## src/rtl/hazard_sequencer.sv

```systemverilog
// Pipeline hazard controller for a 5-stage RV32I core: post-reset bubbles, forwarding,
// load-use stalls, branch flushes and data-memory wait sequencing with timeout detection.
module hazard_sequencer #(
    parameter int unsigned INIT_CYCLES = 3,
    parameter int unsigned TIMEOUT     = 64,
    parameter int unsigned CNT_WIDTH   = 32
) (
    input  logic                 clk,
    input  logic                 rst_n,
    input  logic [4:0]           Rs1D,
    input  logic [4:0]           Rs2D,
    input  logic [4:0]           Rs1E,
    input  logic [4:0]           Rs2E,
    input  logic [4:0]           RdE,
    input  logic [4:0]           RdM,
    input  logic [4:0]           RdW,
    input  logic                 RegWriteM,
    input  logic                 RegWriteW,
    input  logic                 ResultSrcE,
    input  logic                 PCSrcE,
    input  logic                 MemReqM,
    input  logic                 mem_ready,
    output logic [1:0]           ForwardAE,
    output logic [1:0]           ForwardBE,
    output logic                 StallF,
    output logic                 StallD,
    output logic                 StallE,
    output logic                 StallM,
    output logic                 FlushD,
    output logic                 FlushE,
    output logic                 FlushM,
    output logic                 FlushW,
    output logic                 mem_timeout,
    output logic [CNT_WIDTH-1:0] stall_cnt,
    output logic [CNT_WIDTH-1:0] flush_cnt
);

    localparam int unsigned InitW = (INIT_CYCLES < 2) ? 1 : $clog2(INIT_CYCLES + 1);
    localparam int unsigned WaitW = $clog2(TIMEOUT + 1);

    typedef enum logic [1:0] {
        StInit,
        StRun,
        StMemWait
    } state_e;

    state_e               state_q, state_d;
    logic [InitW-1:0]     init_cnt_q, init_cnt_d;
    logic [WaitW-1:0]     wait_cnt_q, wait_cnt_d;
    logic                 mem_timeout_q, mem_timeout_d;
    logic [CNT_WIDTH-1:0] stall_cnt_q, stall_cnt_d;
    logic [CNT_WIDTH-1:0] flush_cnt_q, flush_cnt_d;

    logic memwait;
    logic load_use;
    logic wait_expired;

    assign memwait      = MemReqM & ~mem_ready;
    assign load_use     = ResultSrcE && (RdE != 5'd0) && ((RdE == Rs1D) || (RdE == Rs2D));
    assign wait_expired = (wait_cnt_q == WaitW'(TIMEOUT - 1));

    always_comb begin
        state_d       = state_q;
        init_cnt_d    = init_cnt_q;
        wait_cnt_d    = wait_cnt_q;
        mem_timeout_d = mem_timeout_q;
        stall_cnt_d   = stall_cnt_q;
        flush_cnt_d   = flush_cnt_q;
        ForwardAE     = 2'b00;
        ForwardBE     = 2'b00;
        StallF        = 1'b0;
        StallD        = 1'b0;
        StallE        = 1'b0;
        StallM        = 1'b0;
        FlushD        = 1'b0;
        FlushE        = 1'b0;
        FlushM        = 1'b0;
        FlushW        = 1'b0;

        // Forwarding stays at regfile while the pipeline is being filled with bubbles.
        if (state_q != StInit) begin
            if (RegWriteM && (RdM != 5'd0) && (RdM == Rs1E)) begin
                ForwardAE = 2'b10;
            end else if (RegWriteW && (RdW != 5'd0) && (RdW == Rs1E)) begin
                ForwardAE = 2'b01;
            end
            if (RegWriteM && (RdM != 5'd0) && (RdM == Rs2E)) begin
                ForwardBE = 2'b10;
            end else if (RegWriteW && (RdW != 5'd0) && (RdW == Rs2E)) begin
                ForwardBE = 2'b01;
            end
        end

        case (state_q)
            StInit: begin
                StallF = 1'b1;
                FlushD = 1'b1;
                FlushE = 1'b1;
                FlushM = 1'b1;
                FlushW = 1'b1;
                if (init_cnt_q == InitW'(INIT_CYCLES - 1)) begin
                    state_d    = StRun;
                    init_cnt_d = '0;
                end else begin
                    init_cnt_d = init_cnt_q + 1'b1;
                end
            end
            StRun, StMemWait: begin
                if (memwait) begin
                    StallF = 1'b1;
                    StallD = 1'b1;
                    StallE = 1'b1;
                    StallM = 1'b1;
                    FlushW = 1'b1;
                    if (wait_expired) begin
                        // Abandon the access: drop it from M and resume normal sequencing.
                        FlushM        = 1'b1;
                        mem_timeout_d = 1'b1;
                        state_d       = StRun;
                        wait_cnt_d    = '0;
                    end else begin
                        state_d    = StMemWait;
                        wait_cnt_d = wait_cnt_q + 1'b1;
                    end
                end else begin
                    state_d    = StRun;
                    wait_cnt_d = '0;
                    if (PCSrcE) begin
                        FlushD = 1'b1;
                        FlushE = 1'b1;
                        if (state_q == StRun && flush_cnt_q != '1) begin
                            flush_cnt_d = flush_cnt_q + 1'b1;
                        end
                    end else if (load_use) begin
                        StallF = 1'b1;
                        StallD = 1'b1;
                        FlushE = 1'b1;
                    end
                end
                if (StallF && stall_cnt_q != '1) begin
                    stall_cnt_d = stall_cnt_q + 1'b1;
                end
            end
            default: begin
                state_d = StInit;
            end
        endcase
    end

    always_ff @(posedge clk or negedge rst_n) begin
        if (!rst_n) begin
            state_q       <= StInit;
            init_cnt_q    <= '0;
            wait_cnt_q    <= '0;
            mem_timeout_q <= 1'b0;
            stall_cnt_q   <= '0;
            flush_cnt_q   <= '0;
        end else begin
            state_q       <= state_d;
            init_cnt_q    <= init_cnt_d;
            wait_cnt_q    <= wait_cnt_d;
            mem_timeout_q <= mem_timeout_d;
            stall_cnt_q   <= stall_cnt_d;
            flush_cnt_q   <= flush_cnt_d;
        end
    end

    assign mem_timeout = mem_timeout_q;
    assign stall_cnt   = stall_cnt_q;
    assign flush_cnt   = flush_cnt_q;

endmodule
```

## config.mk

```make
export PLATFORM = sky130hd
export DESIGN_NAME = hazard_sequencer
export DESIGN_NICKNAME = d
export VERILOG_FILES = /design/src/rtl/hazard_sequencer.sv
export SDC_FILE = /design/constraint.sdc
export NUM_CORES = 1
export LEC_CHECK = 0
export CORE_MARGIN = 2
export CORE_UTILIZATION = 43
export DETAILED_ROUTE_END_ITERATION = 7
export GPL_TIMING_DRIVEN = 1
export PLACE_DENSITY = 0.76
export SKIP_LAST_GASP = 1
export SYNTH_ARGS = -nofsm -noshare
export SYNTH_HDL_FRONTEND = slang
export SYNTH_SLANG_ARGS = --single-unit
```

## constraint.sdc

```tcl
create_clock -name clk -period 2.25 [get_ports clk]
set_input_delay 0.45 -clock clk [delete_from_list [all_inputs] [get_ports clk]]
set_output_delay 0.45 -clock clk [all_outputs]
set_load 0.005 [all_outputs]
```

======== Word-level counts from Yosys, hierarchy flattened ========
Cells that the tools add are included.
storage, ports and cells
  flip-flop bits (word level) ............. 76
  input bits .............................. 43
  output and inout port bits .............. 77
  word-level logic and storage cells ...... 77
cells by class
  add/sub/neg operators ................... 4
  eq/ne operators ......................... 13
  muxes and demuxes ....................... 31
  bitwise logic cells ..................... 3
  reductions and logical operators ........ 20
operator list
  kind                   count
  $add 32x1->32 const B  2
  $ne 32x32->1 const B   2
  $eq 5x5->1             6
  $mux 2                 8
  $mux 1                 15
  $reduce_bool 5->1      3
  $mux 7                 2
  $logic_and 1x1->1      10
  $pmux 1 s2             5
  $add 7x1->7 const B    1
  $eq 7x6->1 const B     1
  $eq 2x2->1 const B     2
  $pmux 2 s2             1
  $reduce_and 4->1       1
  $reduce_and 3->1       1
  $add 2x1->2 const B    1
  $eq 2x1->1 const B     1
  $logic_not 2->1        1
  $ne 2x2->1 const B     1
  $not 1->1              2
  $reduce_and 2->1       1
  $reduce_bool 2->1      1
  $reduce_or 2->1        1
  $and 1x1->1            1
  $logic_or 1x1->1       1

======== Logic depth before layout (Yosys ltp) ========
  word-level depth ........................ 9
  depth in mapped cells ................... 9
  gate-level depth less buffers ........... 8

======== Least setup slack after synthesis ========
Ideal clock, no wire load.
  path type ............................... reg2reg
  start point ............................. reg state_q[0]
  end point ............................... reg flush_cnt_q[27] (netlist: flush_cnt[27])
  library setup time ...................... 79 ps
  arrival time ............................ 2,050 ps
  data required time ...................... 2,171 ps
  slack ................................... 121 ps
  cell stages (with the launch flop) ...... 10
  buffers on the path ..................... 1
  clock period less this slack ............ 2,129 ps
  cell sequence ........................... dfrtp_1 -> inv_1 -> ha_1 -> buf_6 -> nand4_1 -> nor2_1 -> nand3b_4 -> or3_1 -> nor2_2 -> xor2_1
on the way
  word-level cells in the longest chain between the ends .. 3
  elaborated cells between the ends (all ways) .. 5
  classes of those cells .................. 2 x eq/ne; 3 x reduce/logical
RTL lines
  element                                               RTL line  source
  start: declaration                                    47        state_e state_q, state_d;
  start signal: assignment                              152       state_q <= StInit;
  start signal: assignment                              159       state_q <= state_d;
  $eq 2x1->1 or $eq 2x2->1 (tied branches)              94, 131
  $reduce_or 2->1 or $logic_and 1x1->1 (tied branches)  94, 131
  $reduce_and 4->1 (no source line) *                   n/a
  end signal: assignment                                164       flush_cnt_q <= flush_cnt_d;
  end: declaration                                      52        logic [CNT_WIDTH-1:0] flush_cnt_q, flush_cnt_d;
Every way passes the cells marked *; elsewhere a longest branch is shown, timed or not.
A chain may end at the register's enable or synchronous reset.

======== Worst setup path after layout ========
  start point ............................. in Rs1E[3]
  end point ............................... out ForwardAE[0]
on the way
  word-level cells in the longest chain between the ends .. 5
  elaborated cells between the ends (all ways) .. 7
  classes of those cells .................. 2 x eq/ne; 3 x mux; 2 x reduce/logical
RTL lines
  element             RTL line  source
  start: declaration  12        input logic [4:0] Rs1E,
  $eq 5x5->1          84        end else if (RegWriteW && (RdW != 5'd0) && (RdW == Rs1E)) begin
  $logic_and 1x1->1   84
  $mux 1              84
  $mux 2 *            82        if (RegWriteM && (RdM != 5'd0) && (RdM == Rs1E)) begin
  $mux 2 *            81        if (state_q != StInit) begin
  end: declaration    23        output logic [1:0] ForwardAE,
Marked as above.

==> results.md <==
- Cell-internal power: between 2000 and 3000 uW
- Antenna violations before repair: 0
- Worst Hold Class: primary input to async pin
- Vias in the first global route: around 3600
- Register-to-Register Path Depth: 9
- RSZ-0062 raised after global routing: true
- WL final: around 11000 um
- Layout cells sized above 1: between 20% and 30%
- Final WS setup: -0.0664 ns
- Port Buf Inserts: 119
- Reg power frac: between 30% and 40%
- Worst R2R Setup Slack: 0.07 ns
- Clock latency on the worst-skew pair: about 0.35 ns
- # IOs: 120
- Clk slew on worst S/H paths: approximately 0.08 ns
- Avg Inst Size Synth: 10.4 um^2
- Clock skew: 0.00885 ns
- CTS tree: done
- Die Ht: roughly 100 um
- Predominant post-synthesis flop cell: dfrtp_1
- Per-cell routed wire length: 15.0 um
- Worst r2r src: state_q[1]
- Root Buffer: clkbuf_8
- Via count: around 3700
- Yosys cell types: 48
- ANT nets after route: 0
- Slowest stage cell, crit path: or4_4
- Gr usage total: 20.8%
- Sequential share of the synthesized area: 46.0%
- First-pass GRT wire length: approximately 17000 um
- Cell Chain, Critical Path: clkdlybuf4s50_1, xor2_1, or4_4, nor4_2, buf_2
- Worst slew margin: between 30% and 40%
- Grt total ovfl: 0
- Largest net degree at the start of global routing: between 70 and 80
- Routability cong.: 0.848
- CP Launch Type: primary input
- Post-Syn Area: 0.00414 mm^2
- Crit end category: primary output
- # fillers: roughly 760
- Antenna Cells: 0
- Max-cap violation count: 0
- Worst slew pin tran: around 0.95 ns
- Lkg Pwr: roughly 0.0028 uW
- Post-Syn Nets: 445
- Endpoints failing hold: 0
- Minimum clock period: ~2.3 ns
- Post-route clock period utilization: 103%
- Mapped Cells: between 300 and 400
- Combinational power share: a little under two fifths
- CP Data Required Time: roughly 1.8 ns
- Die area: about 0.010 mm^2
- Multi-input gate area: around 0.0023 mm^2
- H-tree depth: 3
- Layout area overhead: 50.7%
- Crit path max fanout: 2
- Seq. cell area: roughly 0.0019 mm^2
- Num CTS Buffers: 9
- Worst path max stage delay: 0.49 ns
- Async S/R FF share, synth: 100%
- Die X-Extent: 102 um
- VDD IR max: between 400 and 500 uV
- Vias per inst: a little over 5
- Starting density of the core: between 40 and 50%
- Net Switching: 1380 uW
- Hold_buf cts: 0
- Post-route DRC: 0
- Drt first pass iters: 4
- Yosys warnings: 0
- Setup TNS: -0.123 ns
- FMAX: ~430 MHz
- Sw Share: 32.2%
- Status: finished with violations
- Post-synth EDFFs: 0
- Iter 0 DRT Violations: about 220
- Register bit total from synthesis: 76
- Post-detail-place hpwl: about 7800 um
- Clk pwr share: 26.0%
- Max-slew violations: 0
- CTS max path bufs: 2
- Power per Cell Area: approximately 690 mW/mm^2
- Critical path class: primary input to primary output
- Final net count: roughly 630
- # rows: 35
- Failing checks: setup timing
- Worst reg2reg path endpoint: flush_cnt[27]
- WP data arrival: 1.87 ns
- Sink Count: 76
- Core area: 0.00928 mm^2
- Setup violations, final: 2
- Hold Slack: around 0.21 ns
[sequential cells by signal (all words and copies together), names as in the netlist]
signal and cells:
mem_timeout 1, flush_cnt 32, wait_cnt_q 7, stall_cnt 32, state_q 2, init_cnt_q 2
[kinds of logic (layout without fill, tap and decap cells)]
kind of cell | after synthesis | after routing | synth area share (%)
AO/OA/AOI/OAI | 23 | 23 | 4.27
XOR/XNOR | 93 | 93 | 19.7
adder cells (fa/ha/maj) | 6 | 6 | 1.81
buffers and inverters | 18 | 209 | 2.42
flip-flops | 76 | 76 | 46.0
multiplexers | 5 | 5 | 1.30
AND/OR/NAND/NOR | 175 | 175 | 24.5
[repair_timing]
action / CTS / global route
resized for setup: 118 / 48
pin swaps: 22 / 30
setup endpoints to repair: 41 / 17
hold endpoints to repair: 0 / 0
setup buffers: 6 / 8
[cell usage in the layout, fill, tap and decap left out, drive strengths merged, types with 2 or more instances in the layout]
| master | count |
|---|---|
| buf | 83 |
| dfrtp | 76 |
| clkdlybuf4s50 | 76 |
| xnor2 | 60 |
| xor2 | 33 |
| nand3 | 32 |
| nand2 | 31 |
| nor2 | 28 |
| nand4 | 21 |
| and3 | 21 |
| clkbuf | 18 |
| dlygate4sd2 | 12 |
| inv | 11 |
| and4 | 8 |
| nor3 | 8 |
| nor4 | 8 |
| a21oi | 6 |
| o21ai | 6 |
| ha | 6 |
| and2 | 5 |
| or4 | 5 |
| a21o | 3 |
| mux2 | 3 |
| nor2b | 2 |
| mux2i | 2 |
| o2bb2ai | 2 |
| clkinv | 2 |
| bufinv | 2 |
| dlymetal6s2s | 2 |
| clkdlybuf4s15 | 2 |
| nand2b | 2 |
| nand3b | 2 |
[layout make-up]
type                            count  area share [%]
Tap cell                          129            2.59
Inverter                           11           0.663
Clock inverter                      5            1.24
Timing Repair Buffer              183            25.3
Clock buffer                       10            2.05
Multi-Input combinational cell    302            37.6
Sequential cell                    76            30.5
[routing by layer]
| metal | GRT usage [%] | routed length [um] | vias up |
|---|---|---|---|
| met5 | 0 | 0 | - |
| met4 | 7.49 | 199 | 0 |
| met3 | 3.08 | 544 | 17 |
| met2 | 35.4 | 5470 | 118 |
| met1 | 27.0 | 4490 | 1771 |
| li1 | - | - | 1751 |
[through the flow]
step / std cells / total power (uW) / utilization [%] / cell area (um^2) / worst slack, ns
after CTS: 710 / 4190 / 65.5 / 6080 / -0.194
final: 716 / 4300 / 67.1 / 6230 / -0.0664
after global routing: 716 / 4530 / 67.1 / 6230 / -0.141
after global placement: 689 / 3000 / 62.7 / 5820 / -0.803
after floorplan: 396 / 2280 / - / 4140 / 0.121
after detailed placement: 689 / 3030 / 62.7 / 5820 / -0.871
[synthesized netlist by cell type (2+ instances only)]
cell type / count / share of area (%)
mux2_2: 3 / 0.82
and2_1: 4 / 0.60
and4_1: 7 / 1.5
buf_2: 2 / 0.24
dfrtp_1: 76 / 46
nor2_1: 27 / 2.5
ha_1: 6 / 1.8
o2bb2ai_1: 2 / 0.42
nor3_1: 6 / 0.73
a21o_1: 3 / 0.54
nor4_2: 3 / 0.91
inv_1: 11 / 1.0
xor2_1: 33 / 7.0
and3_2: 4 / 0.73
nor4_1: 4 / 0.60
nand3_2: 2 / 0.48
or4_1: 5 / 0.91
nand3_1: 30 / 3.6
and3_1: 17 / 2.6
o21ai_0: 5 / 0.60
nand4_1: 21 / 3.2
mux2i_1: 2 / 0.48
xnor2_1: 60 / 13
a21oi_1: 6 / 0.73
buf_6: 3 / 0.82
nor2b_1: 2 / 0.30
nand2_1: 31 / 2.8
[worst max-delay path by stage]
stage	end	slack, ns	cells after the start	from
global placement	ForwardBE[0]	-0.80	6	RdM[1]
CTS	ForwardBE[0]	-0.19	5	Rs2E[2]
global route	ForwardBE[0]	-0.14	7	state_q[1]
finish	ForwardAE[0]	-0.07	5	Rs1E[3]
detailed placement	ForwardBE[0]	-0.87	6	RdM[1]
floorplan	flush_cnt[27]	0.12	9	state_q[0]
[critical path: cells and delay by family]
family,cells,cell delay (ns)
buffers and inverters,2,0.61
and+or+nand+nor,2,0.64
xor gates and xnor gates,1,0.16
[power groups by stage]
stage	combinational, uW	clock [uW]	sequential (uW)
6_report	1590	1120	1600
5_1_grt	1730	1180	1610
4_1_cts	1470	1120	1590
3_5_place_dp	1420	0	1620
3_3_place_gp	1380	0	1610
2_1_floorplan	675	0	1610
No activity file was read; power rests on OpenSTA's default activity.
